## src/rtl/spi_proto_defs.sv

```systemverilog
// Shared SPI device protocol definitions.
//   - Command bytes understood by the device.
//   - FSM state encoding for the TX buffer read engine.
//   - sat_byte(): clamps a count to one byte for reporting over MISO.
package spi_proto_defs;

  localparam logic [7:0] CmdButtonState = 8'hF4;
  localparam logic [7:0] CmdReadTxBuf   = 8'hF5;

  typedef enum logic [1:0] {
    StIdle   = 2'd0,
    StCmd    = 2'd1,
    StStream = 2'd2,
    StIgnore = 2'd3
  } spi_state_e;

  function automatic logic [7:0] sat_byte(input logic [31:0] v);
    return (v > 32'd255) ? 8'hFF : v[7:0];
  endfunction

endpackage

```

## src/rtl/spi_dev_txbuf_if.sv

```systemverilog
// Bus bundle for spi_dev_txbuf.
//   Core side : usr_mosi_data/usr_mosi_stb (rx byte), usr_miso_data/usr_miso_ack (tx byte),
//               csn_state/csn_rise/csn_fall (chip-select level and edges).
//   User side : tx_data/tx_valid/tx_ready (push), level (occupancy), busy (read streaming).
//   Optional  : underrun, present only when SPI_TX_UNDERRUN_FLAG_EN is defined.
// Modports: slave = the buffer block, master = whatever drives it.
interface spi_dev_txbuf_if #(
  parameter int unsigned DEPTH = 16
);
  logic [7:0]            usr_mosi_data;
  logic                  usr_mosi_stb;
  logic [7:0]            usr_miso_data;
  logic                  usr_miso_ack;
  logic                  csn_state;
  logic                  csn_rise;
  logic                  csn_fall;
  logic [7:0]            tx_data;
  logic                  tx_valid;
  logic                  tx_ready;
  logic [$clog2(DEPTH):0] level;
  logic                  busy;
`ifdef SPI_TX_UNDERRUN_FLAG_EN
  logic                  underrun;
`endif

`ifdef SPI_TX_UNDERRUN_FLAG_EN
  modport slave (
    input  usr_mosi_data, usr_mosi_stb, usr_miso_ack, csn_state, csn_rise, csn_fall,
    input  tx_data, tx_valid,
    output usr_miso_data, tx_ready, level, busy, underrun
  );
  modport master (
    output usr_mosi_data, usr_mosi_stb, usr_miso_ack, csn_state, csn_rise, csn_fall,
    output tx_data, tx_valid,
    input  usr_miso_data, tx_ready, level, busy, underrun
  );
`else
  modport slave (
    input  usr_mosi_data, usr_mosi_stb, usr_miso_ack, csn_state, csn_rise, csn_fall,
    input  tx_data, tx_valid,
    output usr_miso_data, tx_ready, level, busy
  );
  modport master (
    output usr_mosi_data, usr_mosi_stb, usr_miso_ack, csn_state, csn_rise, csn_fall,
    output tx_data, tx_valid,
    input  usr_miso_data, tx_ready, level, busy
  );
`endif

endinterface

```

## src/rtl/spi_tx_fifo.sv

```systemverilog
// Byte FIFO backing the SPI TX buffer.
// Ports:
//   clk, rst      : clock, asynchronous active-high reset
//   i_push/i_data : push request and byte
//   i_pop         : pop request (ignored when empty)
//   o_full        : occupancy == DEPTH
//   o_level       : current occupancy
//   o_level_next  : occupancy after this cycle's push/pop
//   o_head_next   : head byte after this cycle's push/pop (valid when o_level_next != 0)
// A push while full is accepted only when a pop frees the slot in the same cycle.
module spi_tx_fifo #(
  parameter int unsigned DEPTH = 16
) (
  input  logic                   clk,
  input  logic                   rst,
  input  logic                   i_push,
  input  logic [7:0]             i_data,
  input  logic                   i_pop,
  output logic                   o_full,
  output logic [$clog2(DEPTH):0] o_level,
  output logic [$clog2(DEPTH):0] o_level_next,
  output logic [7:0]             o_head_next
);

  localparam int unsigned AW = $clog2(DEPTH);
  localparam int unsigned LW = AW + 1;

  logic [7:0]    r_mem [DEPTH];
  logic [AW-1:0] r_wptr;
  logic [AW-1:0] r_rptr;
  logic [LW-1:0] r_level;

  logic          w_do_pop;
  logic          w_do_push;
  logic [AW-1:0] w_rptr_next;

  assign o_full    = (r_level == LW'(DEPTH));
  assign w_do_pop  = i_pop & (r_level != '0);
  assign w_do_push = i_push & (~o_full | w_do_pop);

  assign w_rptr_next = w_do_pop ? r_rptr + 1'b1 : r_rptr;

  always_comb begin
    o_level_next = r_level;
    unique case ({w_do_push, w_do_pop})
      2'b10:   o_level_next = r_level + 1'b1;
      2'b01:   o_level_next = r_level - 1'b1;
      default: o_level_next = r_level;
    endcase
  end

  // The slot being written this cycle is not in r_mem yet; forward it when it becomes the head.
  assign o_head_next = (w_do_push && (w_rptr_next == r_wptr)) ? i_data : r_mem[w_rptr_next];

  always_ff @(posedge clk or posedge rst) begin
    if (rst) begin
      r_wptr  <= '0;
      r_rptr  <= '0;
      r_level <= '0;
    end else begin
      if (w_do_push) r_wptr <= r_wptr + 1'b1;
      r_rptr  <= w_rptr_next;
      r_level <= o_level_next;
    end
  end

  always_ff @(posedge clk) begin
    if (w_do_push) r_mem[r_wptr] <= i_data;
  end

  assign o_level = r_level;

endmodule

```

## src/rtl/spi_dev_txbuf.sv

```systemverilog
// SPI device TX buffer: user logic queues bytes, an SPI host drains them with a read command.
// Ports:
//   clk, rst : clock, asynchronous active-high reset
//   bus      : spi_dev_txbuf_if slave (core MOSI/MISO strobes, csn edges, user push, status)
// Behaviour: after csn_fall the first MOSI byte is a command; during it MISO carries the
// FIFO level. READ_CMD streams the FIFO (FILL when empty), anything else is ignored until
// csn_rise. Optional macro SPI_TX_UNDERRUN_FLAG_EN adds a sticky underrun output.
module spi_dev_txbuf
  import spi_proto_defs::*;
#(
  parameter int unsigned DEPTH    = 16,
  parameter logic [7:0]  READ_CMD = CmdReadTxBuf,
  parameter logic [7:0]  FILL     = 8'h00
) (
  input logic             clk,
  input logic             rst,
  spi_dev_txbuf_if.slave  bus
);

  localparam int unsigned LW = $clog2(DEPTH) + 1;

  spi_state_e    r_state;
  spi_state_e    w_state_next;
  logic [7:0]    r_miso_data;
  logic [7:0]    w_miso_next;

  logic          w_pop_req;
  logic          w_full;
  logic [LW-1:0] w_level;
  logic [LW-1:0] w_level_next;
  logic [7:0]    w_head_next;

  // Chip-select level is informational only; the edge strobes drive the FSM.
  logic w_unused;
  assign w_unused = bus.csn_state;

  // A byte cut off by csn_rise was never fully shifted out, so it is not consumed.
  assign w_pop_req = (r_state == StStream) & bus.usr_miso_ack & ~bus.csn_rise;

  spi_tx_fifo #(
    .DEPTH (DEPTH)
  ) u_fifo (
    .clk          (clk),
    .rst          (rst),
    .i_push       (bus.tx_valid),
    .i_data       (bus.tx_data),
    .i_pop        (w_pop_req),
    .o_full       (w_full),
    .o_level      (w_level),
    .o_level_next (w_level_next),
    .o_head_next  (w_head_next)
  );

  always_ff @(posedge clk or posedge rst) begin
    if (rst) begin
      r_state     <= StIdle;
      r_miso_data <= FILL;
    end else begin
      r_state     <= w_state_next;
      r_miso_data <= w_miso_next;
    end
  end

  always_comb begin
    w_state_next = r_state;
    if (bus.csn_rise) begin
      w_state_next = StIdle;
    end else begin
      case (r_state)
        StIdle: begin
          if (bus.csn_fall) w_state_next = StCmd;
        end
        StCmd: begin
          if (bus.usr_mosi_stb) begin
            w_state_next = (bus.usr_mosi_data == READ_CMD) ? StStream : StIgnore;
          end
        end
        default: w_state_next = r_state;
      endcase
    end
  end

  // MISO is computed from next-cycle state so a pop shows the new head one cycle later.
  always_comb begin
    w_miso_next = FILL;
    case (w_state_next)
      StCmd:    w_miso_next = sat_byte(32'(w_level_next));
      StStream: if (w_level_next != '0) w_miso_next = w_head_next;
      default:  w_miso_next = FILL;
    endcase
  end

  assign bus.usr_miso_data = r_miso_data;
  assign bus.tx_ready      = ~w_full;
  assign bus.level         = w_level;
  assign bus.busy          = (r_state == StStream);

`ifdef SPI_TX_UNDERRUN_FLAG_EN
  logic r_underrun;

  always_ff @(posedge clk or posedge rst) begin
    if (rst) begin
      r_underrun <= 1'b0;
    end else if ((w_state_next == StCmd) && (r_state != StCmd)) begin
      r_underrun <= 1'b0;
    end else if (w_pop_req && (w_level == '0)) begin
      r_underrun <= 1'b1;
    end
  end

  assign bus.underrun = r_underrun;
`endif

endmodule

```

## src/flat_wrapper.sv

```systemverilog
// flat-port wrapper written by rule: the top's interface ports become plain ports
module spi_dev_txbuf_flat import spi_proto_defs::*;
#(
  parameter int unsigned DEPTH    = 16,
  parameter logic [7:0]  READ_CMD = CmdReadTxBuf,
  parameter logic [7:0]  FILL     = 8'h00
)
  (clk, rst, bus_usr_mosi_data, bus_usr_mosi_stb, bus_usr_miso_ack, bus_csn_state, bus_csn_rise, bus_csn_fall, bus_tx_data, bus_tx_valid, bus_usr_miso_data, bus_tx_ready, bus_level, bus_busy);
  spi_dev_txbuf_if #(.DEPTH(DEPTH)) bus_i ();
  input logic clk;
  input logic rst;
  input wire logic [$bits(bus_i.usr_mosi_data)-1:0] bus_usr_mosi_data;
  input wire logic [$bits(bus_i.usr_mosi_stb)-1:0] bus_usr_mosi_stb;
  input wire logic [$bits(bus_i.usr_miso_ack)-1:0] bus_usr_miso_ack;
  input wire logic [$bits(bus_i.csn_state)-1:0] bus_csn_state;
  input wire logic [$bits(bus_i.csn_rise)-1:0] bus_csn_rise;
  input wire logic [$bits(bus_i.csn_fall)-1:0] bus_csn_fall;
  input wire logic [$bits(bus_i.tx_data)-1:0] bus_tx_data;
  input wire logic [$bits(bus_i.tx_valid)-1:0] bus_tx_valid;
  output wire logic [$bits(bus_i.usr_miso_data)-1:0] bus_usr_miso_data;
  output wire logic [$bits(bus_i.tx_ready)-1:0] bus_tx_ready;
  output wire logic [$bits(bus_i.level)-1:0] bus_level;
  output wire logic [$bits(bus_i.busy)-1:0] bus_busy;
  assign bus_i.usr_mosi_data = bus_usr_mosi_data;
  assign bus_i.usr_mosi_stb = bus_usr_mosi_stb;
  assign bus_i.usr_miso_ack = bus_usr_miso_ack;
  assign bus_i.csn_state = bus_csn_state;
  assign bus_i.csn_rise = bus_csn_rise;
  assign bus_i.csn_fall = bus_csn_fall;
  assign bus_i.tx_data = bus_tx_data;
  assign bus_i.tx_valid = bus_tx_valid;
  assign bus_usr_miso_data = bus_i.usr_miso_data;
  assign bus_tx_ready = bus_i.tx_ready;
  assign bus_level = bus_i.level;
  assign bus_busy = bus_i.busy;
  spi_dev_txbuf #(.DEPTH(DEPTH), .READ_CMD(READ_CMD), .FILL(FILL)) u_core (.clk(clk), .rst(rst), .bus(bus_i));
endmodule
```

## config.mk

```make
export PLATFORM = sky130hd
export DESIGN_NAME = spi_dev_txbuf_flat
export DESIGN_NICKNAME = d
export VERILOG_FILES = /design/src/rtl/spi_proto_defs.sv /design/src/rtl/spi_dev_txbuf_if.sv /design/src/rtl/spi_tx_fifo.sv /design/src/rtl/spi_dev_txbuf.sv /design/src/flat_wrapper.sv
export SDC_FILE = /design/constraint.sdc
export NUM_CORES = 1
export LEC_CHECK = 0
export CAP_MARGIN = 25
export CELL_PAD_IN_SITES_DETAIL_PLACEMENT = 1
export CELL_PAD_IN_SITES_GLOBAL_PLACEMENT = 1
export CORE_MARGIN = 1.5
export CORE_UTILIZATION = 58
export CTS_BUF_LIST = sky130_fd_sc_hd__clkbuf_16
export DETAILED_ROUTE_END_ITERATION = 16
export DONT_BUFFER_PORTS = 1
export MAX_ROUTING_LAYER = met4
export PLACE_DENSITY_LB_ADDON = 0.1
export SYNTH_ARGS = -nofsm -noshare
export SYNTH_HDL_FRONTEND = slang
export SYNTH_SLANG_ARGS = --single-unit
```

## constraint.sdc

```tcl
create_clock -name clk -period 9.17 [get_ports clk]
set_input_delay 0.917 -clock clk [delete_from_list [all_inputs] [get_ports clk]]
set_output_delay 0.917 -clock clk [all_outputs]
set_load 0.03 [all_outputs]
```

### Yosys cells after proc, flatten, opt, wreduce, memory -nomap -nowiden

Memories as Yosys holds them, arrays and structs flattened.
Index checks and enable logic that the tools add are counted.

* equal/unequal tests: 9
* bitwise gates (word level): 7
* mux-type cells: 12
* reduce and logical (&&, ||, !) cells: 4
* add/sub/neg operators: 4

Operators by type and width (number)
* $mux 8: 2
* $pmux 8 s2: 1
* $pmux 5 s2: 1
* $reduce_bool 5->1: 2
* $add 4x1->4 const B: 2
* $eq 8x8->1 const B: 1
* $eq 2x1->1 const B: 3
* $eq 2x2->1 const B: 3
* $mux 2: 3
* $add 5x1->5 const B: 1
* $eq 5x5->1 const B: 1
* $sub 5x1->5 const B: 1
* $and 1x1->1: 4
* $eq 4x4->1: 1
* $mux 4: 1
* $pmux 2 s2: 1
* $mux 1: 3
* $logic_not 2->1: 1
* $not 1->1: 2
* $logic_and 1x1->1: 1
* $or 1x1->1: 1

* register bits: 23
* memories: 1
* input bits: 24
* bits in writable memories: 128
* logic and storage cells: 42

Memories
* u_core.u_fifo.r_mem: depth 16, bits a word 8, rd ports 1, clocked after Yosys merged registers in 0, wr ports 1, RTL line spi_tx_fifo.sv:28 `logic [7:0] r_mem [DEPTH];`

### Longest topological paths before layout

* word-level depth: 11
* mapped depth: 11
* mapped depth without buffers: 10

### Cells and area by module

From an unflattened synthesis, not the netlist that was laid out.

* cell total of the unflattened synthesis: 489
* area total of the unflattened synthesis: 7604.8 sq um

Modules (own cells, without submodules)
* spi_tx_fifo: cells each 446, instances 1, area an instance 7124.3 sq um, seq. area each 4169.0 sq um
* spi_dev_txbuf: cells each 43, instances 1, area an instance 480.5 sq um, seq. area each 250.2 sq um

### Least setup slack after synthesis

No wires, ideal clock.

* path kind: input -> register
* start point: input bus_csn_rise
* end point: register u_core.r_miso_data[0], in the netlist u_core.bus.usr_miso_data[0]
* path slack: 5170 ps
* data required time: 9028 ps
* arrival time: 3857 ps
* cell stages on the path: 10
* path buffers: 0
* path through: nand4bb_1 -> a211oi_1 -> ha_1 -> a21o_1 -> a21oi_1 -> mux2_2 -> o22a_1 -> o41a_1 -> nand2b_1 -> o221ai_1

* cells in the longest elaborated chain, start to end: 10
* elaborated cells on any way between the ends: 19

Ends and longest elaborated chain
* start, declared: RTL line flat_wrapper.sv:16 `input wire logic [$bits(bus_i.csn_rise)-1:0] bus_csn_rise;`
* $not 1->1 (*): RTL line spi_dev_txbuf.sv:38 `assign w_pop_req = (r_state == StStream) & bus.usr_miso_ack & ~bus.csn_rise;`
* $and 1x1->1 (*): RTL line spi_dev_txbuf.sv:38
* $and 1x1->1 (*): RTL line spi_tx_fifo.sv:38 `assign w_do_pop = i_pop & (r_level != '0);`
* $or 1x1->1: RTL line spi_tx_fifo.sv:39 `assign w_do_push = i_push & (~o_full | w_do_pop);`
* $and 1x1->1: RTL line spi_tx_fifo.sv:39
* $eq 2x1->1 or $eq 2x2->1 (tied branches): RTL line spi_tx_fifo.sv:45 `unique case ({w_do_push, w_do_pop})`
* $pmux 5 s2 (*): RTL line spi_tx_fifo.sv:45
* net u_core.u_fifo.o_level_next[4]: RTL line spi_tx_fifo.sv:21 `output logic [$clog2(DEPTH):0] o_level_next,`
* $reduce_bool 5->1 (*): RTL line spi_dev_txbuf.sv:88 `StStream: if (w_level_next != '0) w_miso_next = w_head_next;`
* $mux 8 (*): RTL line spi_dev_txbuf.sv:88
* $pmux 8 s2 (*): RTL line spi_dev_txbuf.sv:86 `case (w_state_next)`
* net u_core.w_miso_next[0]: RTL line spi_dev_txbuf.sv:25 `logic [7:0] w_miso_next;`
* end signal, assigned: RTL line spi_dev_txbuf.sv:60 `r_miso_data <= w_miso_next;`
* end, declared: RTL line spi_dev_txbuf.sv:24 `logic [7:0] r_miso_data;`

The timed path passes the listed nets; every way through them passes the cells marked *.
A chain may end at the register's enable or synchronous reset.

### Worst setup path in the final report

* start point: register u_core.u_fifo.r_level[1], in the netlist u_core.u_fifo.o_level[1]
* end point: register u_core.r_miso_data[4], in the netlist u_core.bus.usr_miso_data[4]

* cells in the longest elaborated chain, start to end: 9
* elaborated cells on any way between the ends: 19

Ends and longest elaborated chain
* start, declared: RTL line spi_tx_fifo.sv:31 `logic [LW-1:0] r_level;`
* start signal, assigned: RTL line spi_tx_fifo.sv:63 `r_level <= o_level_next;`
* $reduce_bool 5->1 or $eq 5x5->1 (tied branches): RTL line spi_tx_fifo.sv:38, spi_tx_fifo.sv:37
* $and 1x1->1 or $not 1->1 (tied branches): RTL line spi_tx_fifo.sv:38, spi_tx_fifo.sv:39
* $or 1x1->1: RTL line spi_tx_fifo.sv:39
* $and 1x1->1: RTL line spi_tx_fifo.sv:39
* $eq 2x1->1 or $eq 2x2->1 (tied branches): RTL line spi_tx_fifo.sv:45
* $pmux 5 s2 (*): RTL line spi_tx_fifo.sv:45
* net u_core.u_fifo.o_level_next[4]: RTL line spi_tx_fifo.sv:21
* $reduce_bool 5->1: RTL line spi_dev_txbuf.sv:88
* $mux 8: RTL line spi_dev_txbuf.sv:88
* $pmux 8 s2 (*): RTL line spi_dev_txbuf.sv:86
* net u_core.w_miso_next[4]: RTL line spi_dev_txbuf.sv:25

Marks and branches as above.

==> impl_metrics.json <==
{
  "mostFrequentLayoutCells": "128 x edfxtp_1, 34 x nand2_1, 28 x mux4_2",
  "synth_area_per_cell_um2": 17.0,
  "min_period_ns": 4.59,
  "slowest_delay_ns": 0.97,
  "synth_edf_count": 128,
  "max_freq_mhz": 218,
  "register_area_um2": 4420,
  "hold_viol": 0,
  "finalClockSkew_ns": 0.00709,
  "p_per_area_nw_per_um2": 291,
  "grt_first_pass_wirelength_um": 21600,
  "start_util": 0.592,
  "clkTransAtPathRegs_ns": 0.06,
  "cp.arrival_ns": 4.85,
  "cp_top_family": "compound AO/OA/AOI/OAI gates",
  "rows": 38,
  "worst_ir_drop_vdd_uv": 225,
  "drv_cap": 0,
  "via_per_inst": 6.40,
  "ys_warn_count": 0,
  "ys_types": 56,
  "clk_latency_ns": 0.42,
  "drv_slew": 0,
  "syn_to_final_growth_pct": 11.5,
  "grt_pass1_vias": 3627,
  "worstPathCellList": "nor4_1 > a211oi_1 > fa_1 > a21o_1 > a21oi_1 > mux2_2 > o22a_1 > o41a_1 > nand2b_1 > o221ai_1",
  "clockBufferDepth": 2,
  "antenna_found_initial": 0,
  "place_ws_ns": 4.54,
  "finalSetupViolations": 0,
  "cts.htree.levels": 4,
  "hpwl_um": 9170,
  "crit_slowest_cell": "nor4_1",
  "drt_iter0_drc": 349,
  "min_period_over_period": 0.501,
  "holdBufCountCts": 0,
  "post_cts_resized": 0,
  "leakage_nw": 2.43,
  "tns_ns": 0,
  "yosysSeqAreaShare": 0.691,
  "synthCells": 375,
  "min_path_type": "primary input to asynchronous set/reset pin",
  "whs_ns": 0.583,
  "synth_flop_cell": "edfxtp_1",
  "io_pins": 39,
  "via_count": 3462,
  "dpl_cell_area_um2": 6530,
  "r2r_slack_ns": 4.58,
  "cts_buffers": 17,
  "nets": 423,
  "cp_num_buf_inv": 0,
  "multiInputGateArea_um2": 1860,
  "die_w_um": 108,
  "crit_type": "flip-flop to flip-flop",
  "grt_max_degree": 37,
  "worst_pin_slew_ns": 1.06,
  "numPortBuffers": 0,
  "ant_nets": 0,
  "fillers": 920,
  "synthArstFlopShare": 0.152,
  "worst_slack_ns": 4.58,
  "diodes": 0,
  "cp-end-kind": "flip-flop",
  "fp.coreArea_um2": 10800,
  "worstPathRequired_ns": 9.43,
  "cts_tree": "yes",
  "dieArea_um2": 11700,
  "r2r-end": "u_core.bus.usr_miso_data[4]",
  "drc_errors": 0,
  "mostFrequentLayoutCell": "edfxtp_1",
  "critical_path_peak_fanout": 7,
  "grt.overflow.total": 0,
  "relSlewSlack": 0.286,
  "timing.rr.start": "u_core.u_fifo.o_level[1]",
  "track_usage": 0.273,
  "routabilityCongestion": 0.807,
  "startpoint_type": "flip-flop",
  "routedWlPerCell_um": 26.1,
  "die_h_um": 108,
  "post_cts_buffers": 0,
  "synth_area_um2": 6390,
  "synth_seq_cells": 151,
  "status": "finished clean",
  "syn_nets": 410,
  "layout-drive-gt1-share": 0.190,
  "reg2reg_depth": 10,
  "cts_sinks": 151,
  "root_buffer": "clkbuf_16",
  "wirelength_um": 14100,
  "drt_first_pass_iters": 4,
  "rsz0062_at_grt": "no",
  "design_area_um2": 7130
}
-- sequential cells by signal, indices dropped and copies added (netlist names) --
register	count
u_core.bus.usr_miso_data	8
u_core.u_fifo.r_mem	128
u_core.u_fifo.r_wptr	4
u_core.u_fifo.r_rptr	4
u_core.u_fifo.o_level	5
u_core.r_state	2
-- power breakdown --
| part | total, mW | switching [mW] | internal (mW) |
|---|---|---|---|
| clock network | 0.676 | 0.275 | 0.401 |
| logic | 0.480 | 0.267 | 0.213 |
| registers | 0.921 | 0.0897 | 0.831 |
| total | 2.08 | 0.632 | 1.44 |
-- layout make-up --
class,count,share of cell area
clock buffers,17,0.0596
clock inverters,15,0.0218
inverters,11,0.00579
multi-input cells,201,0.261
flip-flops and latches,151,0.620
well taps,140,0.0246
repair buffers,6,0.00807
-- layer usage --
metal  GRT usage  part of all wire  vias up
met4      0.0733             0.012        0
met3      0.0657             0.056       17
met2       0.442              0.51      117
li1            -                 -     1524
met1       0.350              0.42     1804
met5           -                 0        -
-- kinds of logic after synthesis --
logic type | Yosys count | share of synthesized area
compound gates | 58 | 0.0712
xor+xnor | 12 | 0.0235
fa+ha+maj | 11 | 0.0227
buf+inv | 23 | 0.0182
flops | 151 | 0.691
mux | 36 | 0.112
simple gates | 84 | 0.0616
-- cells in the mapped netlist (3+ instances only) --
master    number  area, um2
o221ai_1       4       35.0
mux2i_1        6       60.1
nand4_1        4       25.0
a211oi_1       3       22.5
mux4_2        28        631
inv_1          9       33.8
nand2b_1       3       18.8
nand2_1       34        128
xnor2_1        6       52.6
a21oi_1        5       25.0
dfrtp_1       23        576
a31oi_1        3       18.8
a221oi_1       7       61.3
nor3_1         6       30.0
o21ai_0        6       30.0
clkbuf_1       6       22.5
a32oi_1        3       26.3
ha_1          10        125
o22ai_1        3       18.8
nand3_1        4       20.0
nor2_1        20       75.1
a22o_1         7       61.3
edfxtp_1     128       3840
-- stage by stage --
stage	total power, mW	cells	util
after detailed placement	1.40	508	0.605
after global routing	2.16	541	0.661
final	2.08	541	0.661
after floorplan	1.28	375	-
after global placement	1.38	508	0.605
after CTS	2.08	540	0.659
-- worst max path at each step --
stage                                        start                          end  slack [ns]  cells after the start
after floorplan                       bus_csn_rise  u_core.bus.usr_miso_data[0]        5.17                     10
after global placement                bus_csn_rise  u_core.bus.usr_miso_data[2]        4.65                     10
after detailed placement              bus_csn_rise  u_core.bus.usr_miso_data[4]        4.54                     10
after CTS                 u_core.u_fifo.o_level[0]  u_core.bus.usr_miso_data[4]        4.56                     10
after global routing      u_core.u_fifo.o_level[1]  u_core.bus.usr_miso_data[4]        4.36                     10
final                     u_core.u_fifo.o_level[1]  u_core.bus.usr_miso_data[4]        4.58                     10
Note: power is estimated with default switching activity, not from simulation.
